<file path="config.mk">
export PLATFORM = sky130hd
export DESIGN_NAME = alu_operand_issue
export DESIGN_NICKNAME = d
export VERILOG_FILES = /design/src/rtl/alu_operand_issue.sv
export SDC_FILE = /design/constraint.sdc
export NUM_CORES = 1
export LEC_CHECK = 0
export ABC_AREA = 1
export CAP_MARGIN = 25
export CORE_UTILIZATION = 45
export DETAILED_ROUTE_END_ITERATION = 10
export PLACE_DENSITY = 0.68
export SLEW_MARGIN = 15
export SYNTH_ARGS = -nofsm -noshare
export SYNTH_HDL_FRONTEND = slang
export SYNTH_SLANG_ARGS = --single-unit
</file>
<file path="constraint.sdc">
create_clock -name clk -period 2.4 [get_ports clk]
set_input_delay 0.24 -clock clk [delete_from_list [all_inputs] [get_ports clk]]
set_output_delay 0.24 -clock clk [all_outputs]
set_load 0.01 [all_outputs]
</file>
<file path="src/rtl/alu_operand_issue.sv">
// alu_operand_issue: small command FIFO in front of the 8-bit ALU.
// Legal commands are queued and presented one at a time to the ALU;
// illegal opcodes are consumed, dropped and counted. NOT commands have
// their unused B operand zeroed so the ALU B input does not toggle.
//
// Handshake rules (both ports): a transfer happens on a rising clk edge
// when valid && ready are both high. in_ready depends only on stored
// state (level != DEPTH), so there is no combinational path from
// out_ready to in_ready; a full queue does not accept a push even if the
// head is popped in the same cycle. out_valid is high exactly when the
// queue holds an entry, and the head fields are stable until popped.
module alu_operand_issue #(
    parameter int DATA_W = 8,
    parameter int OP_W   = 3,
    parameter int DEPTH  = 4,
    parameter int CNT_W  = 8
) (
    input  logic                     clk,
    input  logic                     rst,
    input  logic                     flush,
    input  logic                     in_valid,
    output logic                     in_ready,
    input  logic [OP_W-1:0]          in_alu_op,
    input  logic [DATA_W-1:0]        in_op_a,
    input  logic [DATA_W-1:0]        in_op_b,
    output logic                     out_valid,
    input  logic                     out_ready,
    output logic [OP_W-1:0]          alu_op,
    output logic [DATA_W-1:0]        op_a,
    output logic [DATA_W-1:0]        op_b,
    output logic [$clog2(DEPTH):0]   level,
    output logic [CNT_W-1:0]         illegal_cnt
);

    localparam int PTR_W = $clog2(DEPTH);
    localparam int LVL_W = $clog2(DEPTH) + 1;

    // Highest legal opcode is NOT (101); 110 and 111 are illegal.
    localparam logic [OP_W-1:0] OP_NOT = OP_W'(5);

    logic [OP_W-1:0]   op_mem_q [DEPTH];
    logic [DATA_W-1:0] a_mem_q  [DEPTH];
    logic [DATA_W-1:0] b_mem_q  [DEPTH];

    logic [PTR_W-1:0]  wr_ptr_q, wr_ptr_d;
    logic [PTR_W-1:0]  rd_ptr_q, rd_ptr_d;
    logic [LVL_W-1:0]  level_q, level_d;
    logic [CNT_W-1:0]  illegal_cnt_q, illegal_cnt_d;

    logic              cmd_legal;
    logic              push_hs;
    logic              push_legal;
    logic              push_illegal;
    logic              pop_hs;
    logic [DATA_W-1:0] b_store;

    assign in_ready     = (level_q != LVL_W'(DEPTH));
    assign out_valid    = (level_q != '0);
    assign cmd_legal    = (in_alu_op <= OP_NOT);
    assign push_hs      = in_valid && in_ready;
    assign push_legal   = push_hs && cmd_legal;
    assign push_illegal = push_hs && !cmd_legal;
    assign pop_hs       = out_valid && out_ready;
    assign b_store      = (in_alu_op == OP_NOT) ? '0 : in_op_b;

    // Head presentation; driven to zero when nothing is stored.
    assign alu_op      = out_valid ? op_mem_q[rd_ptr_q] : '0;
    assign op_a        = out_valid ? a_mem_q[rd_ptr_q]  : '0;
    assign op_b        = out_valid ? b_mem_q[rd_ptr_q]  : '0;
    assign level       = level_q;
    assign illegal_cnt = illegal_cnt_q;

    // Next-state for pointers, level and illegal counter; flush wins over push/pop.
    always_comb begin
        wr_ptr_d      = wr_ptr_q;
        rd_ptr_d      = rd_ptr_q;
        level_d       = level_q;
        illegal_cnt_d = illegal_cnt_q;
        if (flush) begin
            wr_ptr_d = '0;
            rd_ptr_d = '0;
            level_d  = '0;
        end else begin
            if (push_legal) begin
                wr_ptr_d = wr_ptr_q + PTR_W'(1);
            end
            if (pop_hs) begin
                rd_ptr_d = rd_ptr_q + PTR_W'(1);
            end
            case ({push_legal, pop_hs})
                2'b10:   level_d = level_q + LVL_W'(1);
                2'b01:   level_d = level_q - LVL_W'(1);
                default: level_d = level_q;
            endcase
            if (push_illegal && (illegal_cnt_q != '1)) begin
                illegal_cnt_d = illegal_cnt_q + CNT_W'(1);
            end
        end
    end

    // State register; reset overrides flush and everything else.
    always_ff @(posedge clk) begin
        if (rst) begin
            wr_ptr_q      <= '0;
            rd_ptr_q      <= '0;
            level_q       <= '0;
            illegal_cnt_q <= '0;
        end else begin
            wr_ptr_q      <= wr_ptr_d;
            rd_ptr_q      <= rd_ptr_d;
            level_q       <= level_d;
            illegal_cnt_q <= illegal_cnt_d;
        end
    end

    // Entry storage; written only on an accepted legal push that is not flushed.
    always_ff @(posedge clk) begin
        if (!rst && !flush && push_legal) begin
            op_mem_q[wr_ptr_q] <= in_alu_op;
            a_mem_q[wr_ptr_q]  <= in_op_a;
            b_mem_q[wr_ptr_q]  <= b_store;
        end
    end

endmodule
</file>
==> flow_summary_export.csv <==
group,metric,value,unit
place,dp_cells,554,
final_layout,multi_input_area,1220,um2
setup_path,arrival,1980,ps
route,drt-total-wl,7.61,mm
setup_path,max_stage_delay,490,ps
worst_hold_path,min_path_type,"reg -> reg",
final_layout,fin_nets,488,
global_route,grt_pass1_vias,2740,
clock_tree,cts_buffer_depth,2,
timing,min_period,2220,ps
floorplanning,ioPinCount,56,
setup_path,worstSetupPathType,"reg -> out",
logic_synthesis,synth_area_leaders,"edfxtp_1, nor2_1, dfxtp_1",
power,power.density,576,nW/um2
logic_synthesis,synth_top_area_share,56.3,%
floorplanning,dieArea,9390,um2
route,via_per_inst,4.87,
logic_synthesis,synth_warnings,0,
route,drc_errors,0,
place,place.gp.congestion,0.786,
setup_path,crit_slowest_cell,"clkdlybuf4s50_1",
logic_synthesis,synth_cells,388,
logic_synthesis,synth_top_flop_cell,"edfxtp_1",
final_layout,drive_gt1_share,13.2,%
timing,setup_viol,0,
logic_synthesis,yosysMostFrequentCell,"nor2_1",
timing,final_hold_viol_count,0,
clock_tree,clock_latency,350,ps
floorplanning,dieHeight,96.9,um
logic_synthesis,synth-seq-cells,93,
clock_tree,cts_setup_buffers,0,
place,io_buffers,55,
logic_synthesis,yosysTopAreaCell,"edfxtp_1",
timing,fmax,450,MHz
outcome,status,"completed",
final_layout,seqCellArea,2630,um2
logic_synthesis,syn_area_per_cell,10.4,um2
clock_tree,cts_tree,"built",
timing,slew_headroom,83.0,%
setup_path,startpoint_type,"flop",
route,wl_per_cell,13.4,um
clock_tree,cts_num_sinks,93,
timing,rsz0062_at_grt,"false",
clock_tree,cts_max_level,3,
route,ant_nets,0,
final_layout,areaGrowthSynthToFinish,23.5,%
clock_tree,root_buffer,"clkbuf_8",
clock_tree,cts_buffers,9,
logic_synthesis,syn-num-nets,419,
logic_synthesis,synth.top_cells.by_count,"nor2_1, edfxtp_1, nand2_1, o21ai_0, a21oi_1",
floorplanning,design.core.area,8720,um2
route,num_vias,2774,
floorplanning,die_w,96.9,um
floorplanning,start_util,46.5,%
logic_synthesis,synth.distinct_cells,29,
global_route,grt_antenna_before_repair,0,
timing,skew,7.16,ps
logic_synthesis,synthMuxAreaShare,0,%
global_route,grtUsageTotal,17.6,%
power,ir_worst_vdd,0.000276,V
logic_synthesis,synth_compound_area_share,10.2,%
setup_path,endpoint_kind,"output pin",
setup_path,cp_max_fo,11,
logic_synthesis,synth_top_family_by_area,"simple AND/OR/NAND/NOR gates",
setup_path,path_cells,"nor2_2 -> nand2_2 -> inv_4 -> buf_4 -> a21oi_1 -> clkdlybuf4s50_1",
clock_tree,ctsHoldBuffers,0,
global_route,grt_pass1_wl,13.0,mm
floorplanning,rows,34,
power,power_leakage,0.00178,uW
clock_tree,clk_pin_slew,80,ps
timing,slew_viol_final,0,
setup_path,worst_ep_required_time,2160,ps
route,drt_iter0_markers,111,
flow_run,maxCapViolCount,0,
final_layout,stdcell_count,570,
global_route,overflow,0,
logic_synthesis,synthArstFlopShare,0,%
timing,fin_tns_setup,0,ps
logic_synthesis,synth_edf_count,76,
timing,post-route-period-util,92.7,%
logic_synthesis,syn_area,4050,um2
place,placed_area,4820,um2
global_route,grt_max_degree,20,
logic_synthesis,synthSimpleGateAreaFrac,17.1,%
final_layout,design_area,5000,um2
place,hpwl,5.15,mm
logic_synthesis,yosysSeqAreaShare,64.7,%
route,firstDrtPassIters,4,
logic_synthesis,yosys.area_share.adder,2.35,%
final_layout,fillCellCount,731,
final_layout,antenna_cells,0,
timing,worst_pin_slew,255,ps
logic_synthesis,synth_xor_area_share,0.216,%
## sequential cells by signal, summed over array words and instances, names as in the netlist, named ones only
register / flops
a_mem_q: 32
rd_ptr_q: 2
b_mem_q: 32
illegal_cnt: 8
op_mem_q: 12
wr_ptr_q: 2
level: 3
## cell families (layout without fill, tap and decap cells)
family	count (synthesis)	in the layout
AND/OR/NAND/NOR	160	160
flip-flops	93	93
buffers and inverters	48	122
XOR/XNOR	1	1
AO/OA/AOI/OAI	79	79
adder cells (fa/ha/maj)	7	7
## per-layer routing
metal	wire length, um	global-route usage, %
met5	0	0
met4	142	6.66
met3	304	4.34
met2	3610	29.1
met1	3560	22.2
## repair_timing
item,in CTS,in global routing
pin swaps,0,2
setup endpoints to repair,2,17
gates resized for setup,1,9
## worst paths after layout
check | to | startpoint | slack (ps) | depth (start not counted)
min reg2reg | flop | rd_ptr_q[1] | 490 | 2
min | flop | rd_ptr_q[1] | 490 | 2
max | op_b[5] | level[0] | 180 | 6
max reg2reg | level[2] | level[1] | 460 | 12
## final cells by class
cell class / instances / area share (%)
inverters: 34 / 2.70
repair buffers: 72 / 14.4
well taps: 108 / 2.70
clock inverters: 6 / 0.775
multi-input cells: 247 / 24.4
flip-flops and latches: 93 / 52.5
clock buffers: 10 / 2.55
## cells in the final DEF, fill, tap and decap left out, types with 2 or more instances in the layout
cell type        instances
nor2_1                  96
edfxtp_1                76
clkdlybuf4s50_1         55
nand2_1                 36
o21ai_0                 34
a21oi_1                 32
inv_1                   28
dfxtp_1                 14
buf_4                   13
o21ai_1                 10
clkbuf_8                 9
nor2_2                   8
nand3_1                  8
ha_1                     6
nor2_4                   4
inv_2                    3
nand2_2                  3
inv_4                    3
clkinv_2                 3
buf_12                   3
nand3b_1                 2
dfxtp_2                  2
clkinvlp_4               2
## worst max-delay path: cells and delay by family (launching register included)
family | cells | cell delay [ps]
and+or+nand+nor | 2 | 330
DFF | 1 | 340
buffers and inverters | 3 | 880
AOI/OAI and AO/OA | 1 | 80
## power breakdown
group | internal, uW | switching, uW | leakage [uW]
registers | 1760 | 8.03 | 0.000826
logic | 107 | 121 | 0.000876
clock network | 374 | 517 | 0.0000824
total | 2240 | 646 | 0.00178
## through the flow
step           setup slack, ps  power, uW  hold slack [ps]  utilization, %
5_1_grt                   15.1       3000              521            57.4
3_3_place_gp               243       2030              474            55.3
6_report                   176       2890              490            57.4
3_5_place_dp               186       2030              482            55.3
4_1_cts                   37.1       2910              493            57.2
2_1_floorplan              335       1910              339               -
(Power assumes the default switching activity.)
